==> config.mk <==
export PLATFORM = sky130hd
export DESIGN_NAME = id_ex_stage
export DESIGN_NICKNAME = d
export VERILOG_FILES = /design/src/rtl/id_ex_stage.sv
export SDC_FILE = /design/constraint.sdc
export NUM_CORES = 1
export LEC_CHECK = 0
export BUFFER_PORTS_ARGS = -buffer_cell sky130_fd_sc_hd__clkbuf_2
export CAP_MARGIN = 20
export CORE_MARGIN = 2
export CORE_UTILIZATION = 30
export DETAILED_ROUTE_END_ITERATION = 16
export MAX_ROUTING_LAYER = met4
export PLACE_DENSITY_LB_ADDON = 0.25
export RECOVER_POWER = 25
export SYNTH_ARGS = -nofsm -noshare
export SYNTH_HDL_FRONTEND = slang
export SYNTH_SLANG_ARGS = --single-unit
==> constraint.sdc <==
create_clock -name clk -period 2.89 [get_ports clk]
set_input_delay 0.1445 -clock clk [delete_from_list [all_inputs] [get_ports clk]]
set_output_delay 0.1445 -clock clk [all_outputs]
set_load 0.1 [all_outputs]
==> src/rtl/id_ex_stage.sv <==
// ---------------------------------------------------------------------------
// id_ex_stage
//
// ID->EX pipeline register of the 5-stage core.
//
// Registers the decoded instruction fields, the register-file read data and
// the Control_Unit outputs for the execute stage. The 32-bit immediate is
// also built here, from imm10/imm15/imm20 as selected by id_imm_src.
//
// Load-use hazard: when EX holds a load whose destination is read by the
// instruction in ID, stall_id holds PC and IF/ID for one cycle and a bubble
// is injected into EX. A saturating counter records the bubbles inserted.
//
// Handshake: there is no valid/ready pair. ID presents an instruction
// (id_valid) every cycle, and stall_id is the back-pressure to IF/ID:
//   - While stall_id=1, the upstream stages must present the same
//     instruction again on the next cycle.
//   - ex_stall is back-pressure from EX/MEM. While ex_stall=1, every ex_*
//     register holds.
//   - flush kills the ID->EX transfer. It has priority over ex_stall and
//     over the hazard.
//
// Ports
//   clk, rst                     clock, synchronous active-high reset
//   id_valid                     ID holds a real instruction
//   id_pc, id_opcode             pc_count_new and decoded opcode
//   id_rd, id_rn, id_rm          decoded register addresses
//   id_imm10/15/20               decoded immediate fields
//   id_rd1, id_rd2               register-file read data (rn, rm)
//   id_reg_write, id_mem_to_reg,
//   id_mem_write, id_alu_control Control_Unit outputs
//   id_imm_src                   immediate format select
//   flush                        branch taken in EX
//   ex_stall                     EX/MEM cannot accept
//   ex_*                         registered copies for the execute stage
//   ex_imm                       extended immediate
//   stall_id                     combinational: hold PC and IF/ID
//   bubble_cnt                   saturating load-use bubble count
// ---------------------------------------------------------------------------
module id_ex_stage #(
  parameter int DATA_W = 32,
  parameter int PC_W   = 16,
  parameter int RA_W   = 5,
  parameter int ALUC_W = 4,
  parameter int CNT_W  = 16
) (
  input  logic              clk,
  input  logic              rst,
  input  logic              id_valid,
  input  logic [PC_W-1:0]   id_pc,
  input  logic [5:0]        id_opcode,
  input  logic [RA_W-1:0]   id_rd,
  input  logic [RA_W-1:0]   id_rn,
  input  logic [RA_W-1:0]   id_rm,
  input  logic [9:0]        id_imm10,
  input  logic [14:0]       id_imm15,
  input  logic [19:0]       id_imm20,
  input  logic [DATA_W-1:0] id_rd1,
  input  logic [DATA_W-1:0] id_rd2,
  input  logic              id_reg_write,
  input  logic              id_mem_to_reg,
  input  logic              id_mem_write,
  input  logic [ALUC_W-1:0] id_alu_control,
  input  logic [1:0]        id_imm_src,
  input  logic              flush,
  input  logic              ex_stall,
  output logic              ex_valid,
  output logic [PC_W-1:0]   ex_pc,
  output logic [5:0]        ex_opcode,
  output logic [RA_W-1:0]   ex_rd,
  output logic [RA_W-1:0]   ex_rn,
  output logic [RA_W-1:0]   ex_rm,
  output logic [DATA_W-1:0] ex_rd1,
  output logic [DATA_W-1:0] ex_rd2,
  output logic [DATA_W-1:0] ex_imm,
  output logic              ex_reg_write,
  output logic              ex_mem_to_reg,
  output logic              ex_mem_write,
  output logic [ALUC_W-1:0] ex_alu_control,
  output logic              stall_id,
  output logic [CNT_W-1:0]  bubble_cnt
);

  // EX-side registers
  logic              r_valid;
  logic [PC_W-1:0]   r_pc;
  logic [5:0]        r_opcode;
  logic [RA_W-1:0]   r_rd;
  logic [RA_W-1:0]   r_rn;
  logic [RA_W-1:0]   r_rm;
  logic [DATA_W-1:0] r_rd1;
  logic [DATA_W-1:0] r_rd2;
  logic [DATA_W-1:0] r_imm;
  logic              r_reg_write;
  logic              r_mem_to_reg;
  logic              r_mem_write;
  logic [ALUC_W-1:0] r_alu_control;
  logic [CNT_W-1:0]  r_bubble_cnt;

  logic [DATA_W-1:0] w_imm;
  logic              w_rd_nonzero;
  logic              w_src_match;
  logic              w_hz;
  logic              w_cnt_sat;

  // Immediate extension. Format 11 is the only zero-extended one; it is
  // used for logical immediates.
  always_comb begin
    w_imm = '0;
    case (id_imm_src)
      2'b00:   w_imm = {{(DATA_W-10){id_imm10[9]}}, id_imm10};
      2'b01:   w_imm = {{(DATA_W-15){id_imm15[14]}}, id_imm15};
      2'b10:   w_imm = {{(DATA_W-20){id_imm20[19]}}, id_imm20};
      default: w_imm = {{(DATA_W-15){1'b0}}, id_imm15};
    endcase
  end

  // Load-use detection. r0 is hard-wired to zero, so a load targeting r0
  // never creates a dependency. A bubble clears r_valid, which releases the
  // hazard on the next cycle, so each load-use costs exactly one bubble.
  assign w_rd_nonzero = (r_rd != '0);
  assign w_src_match  = (r_rd == id_rn) || (r_rd == id_rm);
  assign w_hz         = r_valid && r_mem_to_reg && id_valid &&
                        w_rd_nonzero && w_src_match;

  // flush is deliberately absent here, which avoids a combinational path
  // from the branch unit back into PC/IF-ID enable.
  assign stall_id  = !rst && (w_hz || ex_stall);

  assign w_cnt_sat = &r_bubble_cnt;

  always_ff @(posedge clk) begin
    if (rst) begin
      r_valid       <= 1'b0;
      r_pc          <= '0;
      r_opcode      <= '0;
      r_rd          <= '0;
      r_rn          <= '0;
      r_rm          <= '0;
      r_rd1         <= '0;
      r_rd2         <= '0;
      r_imm         <= '0;
      r_reg_write   <= 1'b0;
      r_mem_to_reg  <= 1'b0;
      r_mem_write   <= 1'b0;
      r_alu_control <= '0;
      r_bubble_cnt  <= '0;
    end else if (flush) begin
      // A killed instruction must not write anything downstream. Data
      // fields are don't-care once valid is low, so they hold.
      r_valid      <= 1'b0;
      r_reg_write  <= 1'b0;
      r_mem_to_reg <= 1'b0;
      r_mem_write  <= 1'b0;
    end else if (ex_stall) begin
      // Hold everything, including the bubble counter.
      r_valid <= r_valid;
    end else if (w_hz) begin
      // Bubble. The data fields hold, so ex_rd still names the load's
      // destination, but valid is low and no further hazard is raised.
      r_valid      <= 1'b0;
      r_reg_write  <= 1'b0;
      r_mem_to_reg <= 1'b0;
      r_mem_write  <= 1'b0;
      if (!w_cnt_sat) begin
        r_bubble_cnt <= r_bubble_cnt + 1'b1;
      end
    end else begin
      r_valid       <= id_valid;
      r_pc          <= id_pc;
      r_opcode      <= id_opcode;
      r_rd          <= id_rd;
      r_rn          <= id_rn;
      r_rm          <= id_rm;
      r_rd1         <= id_rd1;
      r_rd2         <= id_rd2;
      r_imm         <= w_imm;
      r_alu_control <= id_alu_control;
      // Keep the invariant: ex_valid=0 implies no write enables.
      r_reg_write   <= id_valid && id_reg_write;
      r_mem_to_reg  <= id_valid && id_mem_to_reg;
      r_mem_write   <= id_valid && id_mem_write;
    end
  end

  assign ex_valid       = r_valid;
  assign ex_pc          = r_pc;
  assign ex_opcode      = r_opcode;
  assign ex_rd          = r_rd;
  assign ex_rn          = r_rn;
  assign ex_rm          = r_rm;
  assign ex_rd1         = r_rd1;
  assign ex_rd2         = r_rd2;
  assign ex_imm         = r_imm;
  assign ex_reg_write   = r_reg_write;
  assign ex_mem_to_reg  = r_mem_to_reg;
  assign ex_mem_write   = r_mem_write;
  assign ex_alu_control = r_alu_control;
  assign bubble_cnt     = r_bubble_cnt;

endmodule

After elaboration in Yosys (flattened, before gate mapping)
Cells that the tools add are included.
- reductions and logical operators: 17
- equality and inequality tests: 4
- multiplexer cells: 5
- $add $sub $neg: 1
- bitwise logic cells: 4
- operators by type and width (kind ; number):
    $pmux W32 S3 ; 1
    $add A16 B1 Y16 const B ; 1
    $reduce_and A16 Y1 ; 1
    $eq A5 B5 Y1 ; 2
    $logic_and A1 B1 Y1 ; 8
    $reduce_bool A5 Y1 ; 1
    $mux W1 ; 4
    $not A1 Y1 ; 4
    $reduce_and A4 Y1 ; 1
    $reduce_and A3 Y1 ; 1
    $eq A2 B1 Y1 const B ; 1
    $eq A2 B2 Y1 const B ; 1
    $logic_not A2 Y1 ; 1
    $logic_or A1 B1 Y1 ; 2
    $reduce_or A2 Y1 ; 1
    $logic_not A1 Y1 ; 1
- input port bits: 160
- register bits: 157
- logic and storage cells: 45
- output and inout bits: 158

Longest topological paths before layout
- depth in word-level cells: 6
- gate-level depth with buffers: 9
- depth with buffers taken out: 6

Worst setup path before layout
OpenSTA, ideal clock, no wires.
- kind: register to output
- from: register r_rd[3], in the netlist ex_rd[3]
- to: output stall_id
- slack: -575 ps
- data required time: 2746 ps
- stages on the path, launching flop included: 7
- path buffers: 1
- data arrival time: 3320 ps
- cell sequence: dfxtp_1 xnor2_1 nand3_1 o22ai_1 clkbuf_1 a21oi_1 nor2_1
- word-level cells in the longest chain between the ends: 5
- elaborated cells on any way between the ends: 8
- classes of those cells: eq/ne: 2; reduce/logical: 6
- ends and longest elaborated chain (element ; line ; text):
    start: declaration ; 88 ; logic [RA_W-1:0] r_rd;
    start signal: assignment ; 172 ; r_rd <= id_rd;
    $eq A5 B5 Y1 / $reduce_bool A5 Y1 (equally long branches) ; 122, 121 ;
    $logic_or A1 B1 Y1 / $logic_and A1 B1 Y1 (equally long branches) ; 122, 123 ;
    $logic_and A1 B1 Y1 * ; 124 ; w_rd_nonzero && w_src_match;
    $logic_or A1 B1 Y1 * ; 128 ; assign stall_id = !rst && (w_hz || ex_stall);
    $logic_and A1 B1 Y1 * ; 128 ;
    end: declaration ; 80 ; output logic stall_id,
Mark *: on every way between the ends. The rest lies on a longest branch, timed or not.

Worst setup path in the final report
- from: register r_rd[4], in the netlist ex_rd[4]
- to: output stall_id
Same word-level chain as after synthesis.

==> impl_metrics.toml <==
[synthesis]
synth_area_leaders = "dfxtp_1 (35%), o311ai_0 (11%), nand2_1 (10%), and3_1 (9.0%), a21oi_1 (7.5%)"
netlist_instances = 1160
synth-edff-count = 0
synthTopCellsByCount = "nand2_1 (231), dfxtp_1 (145), a21oi_1 (126)"
synth-seq-cells = 145
yosysUniqueCellTypes = 41
synth_nets = 1321
yosys.area.top_type = "dfxtp_1"
seq_area_frac_synth_pct = 34.59
ys.flop_type = "dfxtp_1"
yosysMostFrequentCell = "nand2_1"
synthArstFlopShare_pct = 0
synth_area_per_cell_um2 = 7.235
yosysTopAreaCellShare_pct = 34.59
syn_area_um2 = 8393
yosys_warnings = 0

[cts]
cts.sinks = 145
post-cts-setup-buffer-count = 0
cts_tree = "done"
clkTransAtPathRegs_ps = 70
cts_made_buffers = 17
clk_latency_ps = 430
ctsResizeCount = 0
cts_max_path_buffers = 2
clockRootBuffer = "clkbuf_16"
htreeDepth = 4

[routing]
avgRoutedWirePerCell_um = 15.23
remaining_drc_errors = 0
drt_first_pass_iters = 4
vias_per_cell = 5.211
num_vias = 9254
detail-route-antenna-nets = 0
first_iter_violations = 720
drt-total-wl_um = 27050

[final_layout]
fillers = 3002
area_delta_synth_final_pct = 27.50
drive_above_1_share_pct = 21.83
stdcell_area_um2 = 10700
finalNetCount = 1545

[global_routing]
grt_util_all_layers_pct = 17.99
antenna_found_initial = 0
grt_overflow = 0
grt_max_degree = 131
grt_pass1_wl_um = 42150
grt_pass1_vias = 8354

[run_status]
outcome = "finished, final reports clean"

[power_and_ir_drop]
p_sw_share_pct = 42.11
power_density_nw_per_um2 = 621.6
pwr-share-clk_pct = 34.5
vdd.ir_drop.worst_mv = 0.3265
power_leakage_nw = 4.523
power_switching_mw = 2.802
intPower_mw = 3.851
p_comb_share_pct = 31.7
seq_power_share_pct = 33.9

[floorplanning]
die_area_um2 = 29330
core_area_um2 = 27630
die_y_um = 171.3
die_width_um = 171.3
start_util_pct = 30.38
rows = 61
io_pins = 318

[placed_design]
port_buffers = 317
gp_congestion = 0.7817
place_area_um2 = 10170
dp_hpwl_um = 17800

[min_path]
worst_hold_path_type = "input port to flip-flop"

[timing]
whs_ps = 86.13
fin_crit_sh_pct = 89.83
fin_crit_ps = 2596
finalSetupTns_ps = 0
setup_viol = 0
finalClockSkew_ps = 16.94
fmax_mhz = 385.2
slew_viol_final = 0
hold_viol_final = 0
worstMarginPinSlew_ps = 1273
rsz0062_at_grt = "no"
slew_headroom_pct = 15.48

[critical_path]
start_kind = "flip-flop"
required_ps = 2750
cp-end-kind = "output pin"
worstSetupPathType = "flip-flop to output pin"
worst-endpoint-arrival_ps = 2450
cp_max_fo = 30

[flow_run]
drv_cap = 0
## placed cells by master (no fill, tap or decap), types with 4 or more instances in the layout
cell type,instances
a31oi_1,9
nor4_1,7
a211oi_1,16
a21oi_1,126
o211ai_1,9
inv_6,4
buf_12,9
nor2_1,109
a311o_1,6
or4_1,15
nor3_1,6
mux2_2,7
nor2b_1,9
and3_1,121
dfxtp_1,145
o311ai_0,105
mux2i_1,10
inv_1,6
nand4_1,5
nand3_1,26
clkbuf_1,76
o21ai_0,16
clkinvlp_4,6
buf_4,10
xnor2_1,10
clkbuf_16,17
o31ai_1,13
nand2_1,231
clkbuf_2,241
## power by group through the flow
stage	combinational, mW	sequential [mW]	clock, mW
final	2.11	2.25	2.29
after global routing	2.22	2.27	2.44
after CTS	2.14	2.25	2.36
after global placement	2.12	2.30	0
after detailed placement	2.14	2.30	0
after floorplan	0.586	3.42	0
## area by class of cell
type                       count  area (um2)  share of cell area [%]
antenna                        1       2.502                 0.02338
clock buffer                  19       442.9                   4.139
clock inverter                13       151.4                   1.415
inverter                       7       31.28                  0.2923
multi-input combinational    875        4925                   46.02
sequential                   145        2903                   27.12
tap                          378       473.0                   4.420
timing repair buffer         338        1773                   16.57
## worst max-delay path, cell delays in order, from the launching register on
cell and delay, ps:
dfxtp_1 360, or4_1 620, o2111a_2 490, a21oi_1 330, nor2_4 60, buf_12 170
## repair_timing
action	in CTS	in global routing
hold endpoints to repair	3	0
hold buffers	3	0
endpoints found under the setup margin	0	0
## final timing paths
check	to	cells after the start	slack [ps]	start
setup / recovery	stall_id	5	290	ex_rd[4]$_SDFFE_PP0P_
hold / removal	ex_rd2[1]$_SDFFE_PP0P_	4	90	id_rd2[1]
setup reg to reg	ex_imm[13]$_SDFFE_PP0P_	5	460	ex_rd[4]$_SDFFE_PP0P_
hold reg to reg	ex_imm[16]$_SDFFE_PP0P_	2	460	ex_imm[16]$_SDFFE_PP0P_
## cell families (layout without fill, tap and decap cells)
logic type | after synthesis | in the layout | synth area share [%]
compound gates | 308 | 308 | 25.04
xor+xnor | 10 | 10 | 1.043
fa+ha+maj | 1 | 1 | 0.1491
buf+inv | 140 | 377 | 7.230
flops | 145 | 145 | 34.59
mux | 17 | 17 | 2.132
other cells | 0 | 1 | 0
simple gates | 539 | 539 | 29.82
## per-layer routing
layer / track usage, % / wire length (um)
met4: 5.122 / 512
met1: 23.05 / 12500
met2: 27.89 / 12390
met3: 4.809 / 1651
met5: - / 0
## per-stage QoR
step	power, mW	worst slack, ps	instances	util, %
6_report	6.652	293.8	1776	38.73
5_1_grt	6.932	155.4	1775	38.72
4_1_cts	6.751	246.3	1775	39.06
3_5_place_dp	4.432	416.0	1740	36.80
3_3_place_gp	4.418	437.0	1740	36.80
2_1_floorplan	4.009	24.91	1160	-
Note: power is estimated with default switching activity, not from simulation.
